`src/rtl/gs_pkg.sv`:
```
// Shared encodings for the General Sound host-side initiator: ops, ports, flags, FSM states.
package gs_pkg;

  typedef enum logic [1:0] {
    GS_OP_WR_DATA = 2'b00,
    GS_OP_WR_CMD  = 2'b01,
    GS_OP_RD_DATA = 2'b10,
    GS_OP_RD_STAT = 2'b11
  } gs_op_e;

  localparam logic [7:0] GS_PORT_DATA = 8'hB3;
  localparam logic [7:0] GS_PORT_CMD  = 8'hBB;

  localparam int GS_FLAG_DATA = 7;
  localparam int GS_FLAG_CMD  = 0;

  typedef enum logic [2:0] {
    GS_IDLE,
    GS_SETUP,
    GS_STROBE,
    GS_RELEASE,
    GS_EVAL,
    GS_GAP,
    GS_DONE
  } gs_state_e;

endpackage

```
`src/rtl/gs_io_cycle.sv`:
```
// One SETUP / STROBE / RELEASE host I/O cycle; DI is captured on the last strobe clock.
module gs_io_cycle
  import gs_pkg::*;
#(
  parameter int STROBE = 4
) (
  input  logic        clk_i,
  input  logic        rst_i,
  input  logic        start_i,
  input  logic [7:0]  addr_i,
  input  logic        rd_i,
  input  logic [7:0]  wdata_i,
  input  logic [7:0]  di_i,
  output logic [15:0] a_o,
  output logic [7:0]  do_o,
  output logic        iorq_n_o,
  output logic        rd_n_o,
  output logic        wr_n_o,
  output logic        done_o,
  output logic [7:0]  rdata_o
);

  localparam logic [3:0] STB_M1 = 4'(STROBE - 1);

  gs_state_e  state_q, state_d;
  logic [3:0] cnt_q, cnt_d;
  logic [7:0] addr_q, addr_d;
  logic       rd_q, rd_d;
  logic [7:0] wdata_q, wdata_d;
  logic [7:0] rdata_q, rdata_d;

  always_ff @(posedge clk_i) begin
    if (rst_i) begin
      state_q <= GS_IDLE;
      cnt_q   <= 4'd0;
      addr_q  <= 8'h00;
      rd_q    <= 1'b0;
      wdata_q <= 8'h00;
      rdata_q <= 8'h00;
    end else begin
      state_q <= state_d;
      cnt_q   <= cnt_d;
      addr_q  <= addr_d;
      rd_q    <= rd_d;
      wdata_q <= wdata_d;
      rdata_q <= rdata_d;
    end
  end

  always_comb begin
    state_d = state_q;
    cnt_d   = cnt_q;
    addr_d  = addr_q;
    rd_d    = rd_q;
    wdata_d = wdata_q;
    rdata_d = rdata_q;
    unique case (state_q)
      GS_IDLE, GS_RELEASE: begin
        // a new cycle may start straight out of RELEASE so GAP = 0 costs no extra clock
        if (start_i) begin
          state_d = GS_SETUP;
          addr_d  = addr_i;
          rd_d    = rd_i;
          wdata_d = wdata_i;
        end else begin
          state_d = GS_IDLE;
        end
      end
      GS_SETUP: begin
        state_d = GS_STROBE;
        cnt_d   = STB_M1;
      end
      GS_STROBE: begin
        if (cnt_q == 4'd0) begin
          state_d = GS_RELEASE;
          if (rd_q) rdata_d = di_i;
        end else begin
          cnt_d = cnt_q - 4'd1;
        end
      end
      default: state_d = GS_IDLE;
    endcase
  end

  always_comb begin
    logic active;
    active   = (state_q == GS_SETUP) || (state_q == GS_STROBE) || (state_q == GS_RELEASE);
    a_o      = active ? {8'h00, addr_q} : 16'h0000;
    do_o     = (active && !rd_q) ? wdata_q : 8'h00;
    iorq_n_o = !((state_q == GS_SETUP) || (state_q == GS_STROBE));
    rd_n_o   = !((state_q == GS_STROBE) && rd_q);
    wr_n_o   = !((state_q == GS_STROBE) && !rd_q);
    done_o   = (state_q == GS_RELEASE);
    rdata_o  = rdata_q;
  end

endmodule

```
`src/rtl/gs_host_master.sv`:
```
// GS mailbox host initiator: status polling, gap timing and response FSM around gs_io_cycle.
// Define GS_HOST_TIMEOUT_EN to build the failed-poll counter and abort after TIMEOUT polls.
module gs_host_master
  import gs_pkg::*;
#(
  parameter int STROBE  = 4,
  parameter int GAP     = 2,
  parameter int TIMEOUT = 65535
) (
  input  logic        CLK,
  input  logic        RESET,
  input  logic        REQ_VALID,
  output logic        REQ_READY,
  input  logic [1:0]  REQ_OP,
  input  logic [7:0]  REQ_DATA,
  output logic        RSP_VALID,
  output logic [7:0]  RSP_DATA,
  output logic        RSP_TIMEOUT,
  output logic        BUSY,
  output logic [15:0] A,
  output logic [7:0]  DO,
  input  logic [7:0]  DI,
  output logic        IORQ_n,
  output logic        RD_n,
  output logic        WR_n,
  output logic        M1_n
);

  if (STROBE < 1 || STROBE > 15 || GAP < 0 || GAP > 15 || TIMEOUT < 1 || TIMEOUT > 65535) begin : g_param_check
    $error("gs_host_master: parameter out of range");
  end

  localparam logic [3:0] GAP_M1 = 4'((GAP > 0) ? GAP - 1 : 0);

  gs_state_e  state_q, state_d;
  gs_op_e     op_q, cur_op;
  logic [7:0] data_q;
  logic       xfer_q, xfer_d;
  logic [3:0] gap_q, gap_d;
  logic [7:0] stat_q, stat_d;
  logic [7:0] rsp_data_q, rsp_data_d;
  logic       accept, poll_ok;
  logic       io_start, io_rd, io_done;
  logic [7:0] io_addr, io_wdata, io_rdata;
`ifdef GS_HOST_TIMEOUT_EN
  logic        rsp_to_q, rsp_to_d;
  logic [15:0] fail_q, fail_d, fail_inc;
`endif

  gs_io_cycle #(.STROBE(STROBE)) u_io (
    .clk_i    (CLK),
    .rst_i    (RESET),
    .start_i  (io_start),
    .addr_i   (io_addr),
    .rd_i     (io_rd),
    .wdata_i  (io_wdata),
    .di_i     (DI),
    .a_o      (A),
    .do_o     (DO),
    .iorq_n_o (IORQ_n),
    .rd_n_o   (RD_n),
    .wr_n_o   (WR_n),
    .done_o   (io_done),
    .rdata_o  (io_rdata)
  );

  always_ff @(posedge CLK) begin
    if (RESET) begin
      state_q    <= GS_IDLE;
      op_q       <= GS_OP_WR_DATA;
      data_q     <= 8'h00;
      xfer_q     <= 1'b0;
      gap_q      <= 4'd0;
      stat_q     <= 8'h00;
      rsp_data_q <= 8'h00;
`ifdef GS_HOST_TIMEOUT_EN
      rsp_to_q   <= 1'b0;
      fail_q     <= 16'd0;
`endif
    end else begin
      state_q    <= state_d;
      xfer_q     <= xfer_d;
      gap_q      <= gap_d;
      stat_q     <= stat_d;
      rsp_data_q <= rsp_data_d;
`ifdef GS_HOST_TIMEOUT_EN
      rsp_to_q   <= rsp_to_d;
      fail_q     <= fail_d;
`endif
      if (accept) begin
        op_q   <= gs_op_e'(REQ_OP);
        data_q <= REQ_DATA;
      end
    end
  end

  always_comb begin
    state_d    = state_q;
    xfer_d     = xfer_q;
    gap_d      = gap_q;
    stat_d     = stat_q;
    rsp_data_d = rsp_data_q;
    io_start   = 1'b0;
    accept     = 1'b0;
`ifdef GS_HOST_TIMEOUT_EN
    rsp_to_d   = rsp_to_q;
    fail_d     = fail_q;
    fail_inc   = fail_q + 16'd1;
`endif
    unique case (op_q)
      GS_OP_WR_DATA: poll_ok = !io_rdata[GS_FLAG_DATA];
      GS_OP_WR_CMD:  poll_ok = !io_rdata[GS_FLAG_CMD];
      GS_OP_RD_DATA: poll_ok = io_rdata[GS_FLAG_DATA];
      default:       poll_ok = 1'b1;
    endcase

    unique case (state_q)
      GS_IDLE: begin
        if (REQ_VALID) begin
          accept   = 1'b1;
          io_start = 1'b1;
          state_d  = GS_EVAL;
          xfer_d   = (gs_op_e'(REQ_OP) == GS_OP_RD_STAT);
`ifdef GS_HOST_TIMEOUT_EN
          fail_d   = 16'd0;
`endif
        end
      end
      // EVAL spans the in-flight cycle; its result is judged on the RELEASE clock
      GS_EVAL: begin
        if (io_done) begin
          if (xfer_q) begin
            rsp_data_d = op_q[1] ? io_rdata : stat_q;
            state_d    = GS_DONE;
`ifdef GS_HOST_TIMEOUT_EN
            rsp_to_d   = 1'b0;
`endif
          end else begin
            stat_d = io_rdata;
            if (poll_ok) xfer_d = 1'b1;
`ifdef GS_HOST_TIMEOUT_EN
            else if (fail_inc == 16'(TIMEOUT)) begin
              rsp_data_d = io_rdata;
              rsp_to_d   = 1'b1;
              state_d    = GS_DONE;
            end else begin
              fail_d = fail_inc;
            end
`endif
            if (state_d != GS_DONE) begin
              if (GAP == 0) begin
                io_start = 1'b1;
              end else begin
                state_d = GS_GAP;
                gap_d   = GAP_M1;
              end
            end
          end
        end
      end
      GS_GAP: begin
        if (gap_q == 4'd0) begin
          io_start = 1'b1;
          state_d  = GS_EVAL;
        end else begin
          gap_d = gap_q - 4'd1;
        end
      end
      GS_DONE: state_d = GS_IDLE;
      default: state_d = GS_IDLE;
    endcase

    cur_op   = (state_q == GS_IDLE) ? gs_op_e'(REQ_OP) : op_q;
    io_wdata = (state_q == GS_IDLE) ? REQ_DATA : data_q;
    if (!xfer_d) begin
      io_addr = GS_PORT_CMD;
      io_rd   = 1'b1;
    end else begin
      unique case (cur_op)
        GS_OP_WR_DATA: begin io_addr = GS_PORT_DATA; io_rd = 1'b0; end
        GS_OP_WR_CMD:  begin io_addr = GS_PORT_CMD;  io_rd = 1'b0; end
        GS_OP_RD_DATA: begin io_addr = GS_PORT_DATA; io_rd = 1'b1; end
        default:       begin io_addr = GS_PORT_CMD;  io_rd = 1'b1; end
      endcase
    end
  end

  always_comb begin
    REQ_READY = (state_q == GS_IDLE);
    BUSY      = (state_q != GS_IDLE);
    RSP_VALID = (state_q == GS_DONE);
    RSP_DATA  = rsp_data_q;
    M1_n      = 1'b1;
`ifdef GS_HOST_TIMEOUT_EN
    RSP_TIMEOUT = rsp_to_q;
`else
    RSP_TIMEOUT = 1'b0;
`endif
  end

endmodule

```
`config.mk`:
```
export PLATFORM = sky130hd
export DESIGN_NAME = gs_host_master
export DESIGN_NICKNAME = d
export VERILOG_FILES = /design/src/rtl/gs_pkg.sv /design/src/rtl/gs_io_cycle.sv /design/src/rtl/gs_host_master.sv
export SDC_FILE = /design/constraint.sdc
export NUM_CORES = 1
export LEC_CHECK = 0
export BUFFER_PORTS_ARGS = -buffer_cell sky130_fd_sc_hd__buf_2
export CAP_MARGIN = 10
export CORE_UTILIZATION = 35
export DETAILED_ROUTE_END_ITERATION = 16
export PLACE_DENSITY_LB_ADDON = 0.12
export SLEW_MARGIN = 15
export SYNTH_ARGS = -nofsm -noshare
export SYNTH_HDL_FRONTEND = slang
export SYNTH_SLANG_ARGS = --single-unit
```
`constraint.sdc`:
```
create_clock -name CLK -period 1.56 [get_ports CLK]
set_input_delay 0.468 -clock CLK [delete_from_list [all_inputs] [get_ports CLK]]
set_output_delay 0.468 -clock CLK [all_outputs]
set_load 0.01 [all_outputs]
```
# [Yosys cells after proc, flatten, opt, wreduce, memory -nomap -nowiden]
# Cells that the tools add are included.
[word_totals] reg_bits=66 wordCells=102
[classes] eq_ne=21 n_bitwise=1 addsub=2 reduce_logical=30 muxes=35
[ops] op="two-way mux 8 bit" n=4
[ops] op="two-way mux 4 bit" n=7
[ops] op="two-way mux 3 bit" n=6
[ops] op="case mux 3 bit (3 select lines)" n=2
[ops] op="case mux 4 bit (2 select lines)" n=2
[ops] op="!= test 2 bit, second input constant" n=7
[ops] op="two-way mux 1 bit" n=10
[ops] op="equality test 3 bit, second input constant" n=3
[ops] op="AND reduction 3 bit" n=3
[ops] op="zero test 4 bit" n=2
[ops] op="subtractor 4 x 1 -> 4 bit, second input constant" n=2
[ops] op="equality test 2 bit, second input constant" n=3
[ops] op="equality test 3 x 2 -> 1 bit, second input constant" n=2
[ops] op="zero test 1 bit" n=6
[ops] op="zero test 3 bit" n=2
[ops] op="!= test 3 bit, second input constant" n=2
[ops] op="OR reduction 2 bit" n=3
[ops] op="AND reduction 5 bit" n=1
[ops] op="equality test 2 x 1 -> 1 bit, second input constant" n=2
[ops] op="zero test 2 bit" n=2
[ops] op="case mux 1 bit (2 select lines)" n=2
[ops] op="AND reduction 2 bit" n=2
[ops] op="AND reduction 4 bit" n=1
[ops] op="nonzero test 2 bit" n=2
[ops] op="8 further kinds" n=11

# [Logic depth before layout (Yosys ltp)]
[logic_depth] ltp_word=7 mapped_depth=7 ltp_nobuf=6

# [Hierarchy]
# A second synthesis with hierarchy kept.
[unflattened] hier_cells=370 area_unflattened_um2=3168.0
[modules_own_cells] mod="gs_host_master" seq_area_each_um2=680.7 instances=1 cells_each=190 area_per_inst_um2=1715.4
[modules_own_cells] mod="gs_io_cycle" seq_area_each_um2=620.6 instances=1 cells_each=180 area_per_inst_um2=1452.6

# [Worst setup path after synthesis]
# No wires, ideal clock.
[synth_timing] path_kind="register -> register" from="register u_io.state_q[0]" to="register u_io.state_q[0]" path_stages_with_launch=8 t_arrival_ns=1.542 required_time_ns=1.469 setup_slack_ns=-0.073 synth_period_minus_slack_ns=1.633 cell_sequence="dfxtp_1 inv_1 ha_1 nor4bb_1 a22o_2 buf_6 nor2_1 a311oi_1"
[synth_between] elab_chain_len=3
[synth_lines] element="start, declared" line_no="gs_io_cycle.sv:25" source="gs_state_e state_q, state_d;"
[synth_lines] element="start signal, assigned" line_no="gs_io_cycle.sv:41" source="state_q <= state_d;"
[synth_lines] element="equality test 3 x 2 -> 1 bit or zero test 3 bit (tied branches)" line_no="gs_io_cycle.sv:57" source="unique case (state_q)"
[synth_lines] element="OR reduction 2 bit" line_no="gs_io_cycle.sv:57"
[synth_lines] element="case mux 3 bit (3 select lines)" line_no="gs_io_cycle.sv:57"
# Parallel ways exist; a longest one is shown, timed or not.
# A chain may end at the register's enable or synchronous reset.

# [Final worst setup path]
[layout_timing] from="register u_io.state_q[0]" to="output port DO[0]"
[layout_between] elab_chain_len=5
[layout_lines] element="equality test 3 x 1 -> 1 bit or equality test 3 x 2 -> 1 bit (tied branches)" line_no="gs_io_cycle.sv:87" source="active = (state_q == GS_SETUP) || (state_q == GS_STROBE) || (state_q == GS_RELEASE);"
[layout_lines] element="logical OR 1 bit" line_no="gs_io_cycle.sv:87"
[layout_lines] element="logical OR 1 bit *" line_no="gs_io_cycle.sv:87"
[layout_lines] element="logical AND 1 bit *" line_no="gs_io_cycle.sv:89" source="do_o = (active && !rd_q) ? wdata_q : 8'h00;"
[layout_lines] element="two-way mux 8 bit *" line_no="gs_io_cycle.sv:89"
[layout_lines] element="end, declared" line_no="gs_host_master.sv:21" source="output logic [7:0] DO,"
# Mark *: on every way between the ends. The rest lies on a longest branch, timed or not.

==> flow_summary.json <==
{
  "outcome": "complete, but fails checks",
  "violations": "setup timing",
  "drv_cap": 0,
  "portBuffers": 48,
  "die_x_um": 90.5,
  "power_frac_seq": 0.341,
  "top_layer": "met4",
  "reg2reg_from": "state_q[0]",
  "max_freq_mhz": 558,
  "crit_required_ns": 1.09,
  "synth_edf_count": 0,
  "final-setup-viol-count": 41,
  "grt_pass1_vias": 2290,
  "start_util": 0.370,
  "dr.pass1.iters": 4,
  "fp.dieH_um": 90.5,
  "cts-root-buf": "clkbuf_8",
  "finalClockSkew_ns": 0.00803,
  "fin_crit_ns": 1.79,
  "layout-drive-gt1-share": 0.464,
  "final_nets": 427,
  "routed-wl-met3_um": 262,
  "drt_wl_total_um": 6810,
  "finalCritPeriodShare": 1.15,
  "drc": 0,
  "cp_max_fo": 8,
  "end_kind": "output port",
  "area.sequential_um2": 1200,
  "ys_ff_latch": 59,
  "p_per_area_nw_per_um2": 1240,
  "clkPwrFrac": 0.303,
  "drtIter0Drc": 61,
  "syn_area_per_cell_um2": 8.78,
  "area_delta_synth_final_pct": 49.0,
  "rows": 31,
  "overflow": 0,
  "drt-met1-wl_um": 3120,
  "yosys_warnings": 0,
  "route.met2.wl_um": 3400,
  "power_switching_mw": 1.52,
  "clkTransAtPathRegs_ns": 0.07,
  "ir_worst_vdd_v": 0.000614,
  "insertion_delay_ns": 0.33,
  "layout_setup_ws_ns": -0.233,
  "grt_max_degree": 31,
  "route.vias.total": 2425,
  "swShare": 0.300,
  "critPathArrivalTime_ns": 1.32,
  "hold_path.class": "primary input to register",
  "comb_power_share": 0.356,
  "io_pins": 61,
  "reg2regPathDepth": 7,
  "post-synth-top-count-cell": "dfxtp_1",
  "multi_input_area_um2": 1600,
  "cts_max_level": 3,
  "setup-tns-final_ns": -4.50,
  "ant_nets": 0,
  "synth-main-ff-cell": "dfxtp_1",
  "yosys.area.top_type_share": 0.431,
  "routabilityCongestion": 0.730,
  "hold_depth": 3,
  "syn_inst": 312,
  "syn_area_um2": 2740,
  "clock_sinks": 59,
  "cts_hold_buf": 0,
  "hold_end": "u_io.rdata_o[5]",
  "rsz0062_at_grt": "yes",
  "yosys.area.top_type": "dfxtp_1",
  "grt_usage": 0.167,
  "dp_hpwl_um": 4310,
  "antenna_cells": 0,
  "worstSetupPathType": "register to output port",
  "ys_types": 42,
  "grt_pass1_wl_um": 10800,
  "drv_slew": 0,
  "num-fill-cells": 708,
  "async_flop_share": 0,
  "ys_top_cells_by_count": "dfxtp_1 (59), nand2_1 (41), nor2_1 (41)",
  "cts_buffer_depth": 2,
  "critPathLaunchType": "register",
  "die_area_um2": 8190,
  "cts_made_buffers": 9,
  "p_int_mw": 3.54,
  "hold_viol_final": 0,
  "core_area_um2": 7410,
  "ff2ff_setup_slack_ns": -0.10,
  "synth_area_leaders": "dfxtp_1 (43%), mux2i_1 (9.1%), nand2_1 (5.6%), nor2_1 (5.6%), buf_4 (4.9%)",
  "antenna_found_initial": 0,
  "hold_start": "DI[5]",
  "timing.hold.ws_ns": 0.368,
  "avgRoutedWirePerCell_um": 13.5,
  "seq_area_frac_synth": 0.431,
  "routed_via_density": 4.81,
  "power_leakage_nw": 1.64,
  "reg2reg_to": "u_io.state_q[0]",
  "cts_tree": "yes"
}
## through the flow
stage,utilization,power (mW),std cells,setup WS [ns],instance area (um^2)
floorplan,-,2.48,322,-0.0159,2810
global placement,0.442,2.89,469,-0.0871,3270
detailed placement,0.442,2.89,469,-0.138,3270
CTS,0.522,4.88,499,-0.257,3870
global route,0.551,5.32,504,-0.300,4080
finish,0.551,5.06,504,-0.233,4080
## what timing repair did
item	CTS	global route
endpoints found under the hold margin	0	0
pin swaps	18	16
endpoints found under the setup margin	49	60
gates cloned	2	0
resized for setup	58	44
setup buffers	12	6
## how the worst max path moves through the flow
stage | start | slack, ns | depth (start not counted) | end
3_3_place_gp | u_io.cnt_q[1] | -0.09 | 6 | u_io.rdata_o[1]
4_1_cts | u_io.state_q[1] | -0.26 | 6 | DO[4]
5_1_grt | u_io.state_q[1] | -0.30 | 6 | DO[0]
2_1_floorplan | u_io.cnt_q[1] | -0.02 | 7 | u_io.rdata_o[1]
6_report | u_io.state_q[0] | -0.23 | 6 | DO[0]
3_5_place_dp | u_io.state_q[0] | -0.14 | 7 | u_io.wdata_q[5]
## registers in the layout, indices dropped and copies added (netlist names), named ones only
signal and cells:
RSP_DATA 8, data_q 8, stat_q 8, u_io.rdata_o 8, u_io.wdata_q 8, gap_q 4
u_io.cnt_q 4, state_q 3, op_q 2, u_io.addr_q 2, u_io.state_q 2, u_io.rd_q 1
## placed cells by master, fill, tap and decap left out, drive strengths merged, types with 5 or more instances in the layout
master,n
buf,102
dfxtp,59
nand2,42
nor2,42
mux2i,25
a21oi,16
conb,12
a211oi,11
a311oi,11
clkbuf,10
inv,10
and2,9
ha,6
nor3,5
## layer usage
layer / up-vias / track usage
met4: 0 / 0.0605
met5: - / 0
met2: 48 / 0.278
li1: 1221 / -
met3: 2 / 0.0480
met1: 1154 / 0.203
## layout make-up
type                            instances  area share
Inverter                               10     0.00981
Timing Repair Buffer                  102       0.222
Tap cell                               99      0.0303
Multi-Input combinational cell        218       0.392
Clock buffer                           10      0.0313
Clock inverter                          6      0.0221
Sequential cell                        59       0.293
## cells by family (layout without fill, tap and decap cells)
logic type,Yosys count,count (layout),share of synthesized area
buffers and inverters,45,128,0.0968
adder cells (fa/ha/maj),6,6,0.0274
flip-flops,59,59,0.431
AND/OR/NAND/NOR,124,124,0.221
multiplexers,25,25,0.0913
AO/OA/AOI/OAI,49,49,0.123
other,2,12,0.00274
XOR/XNOR,2,2,0.00639
## power by group through the flow
stage | Sequential, mW | Combinational (mW) | Clock (mW)
after floorplan | 1.74 | 0.742 | 0
after detailed placement | 1.74 | 1.15 | 0
after global routing | 1.74 | 1.95 | 1.63
final | 1.73 | 1.80 | 1.53
after global placement | 1.74 | 1.15 | 0
after CTS | 1.72 | 1.59 | 1.57
## critical path, cell delays in order, from the launching register on
cell and delay, ns:
dfxtp_2 0.34, inv_2 0.06, ha_4 0.17, nor2_4 0.07, buf_6 0.13, and2_4 0.15, buf_6 0.09
No activity file was read; power rests on OpenSTA's default activity.
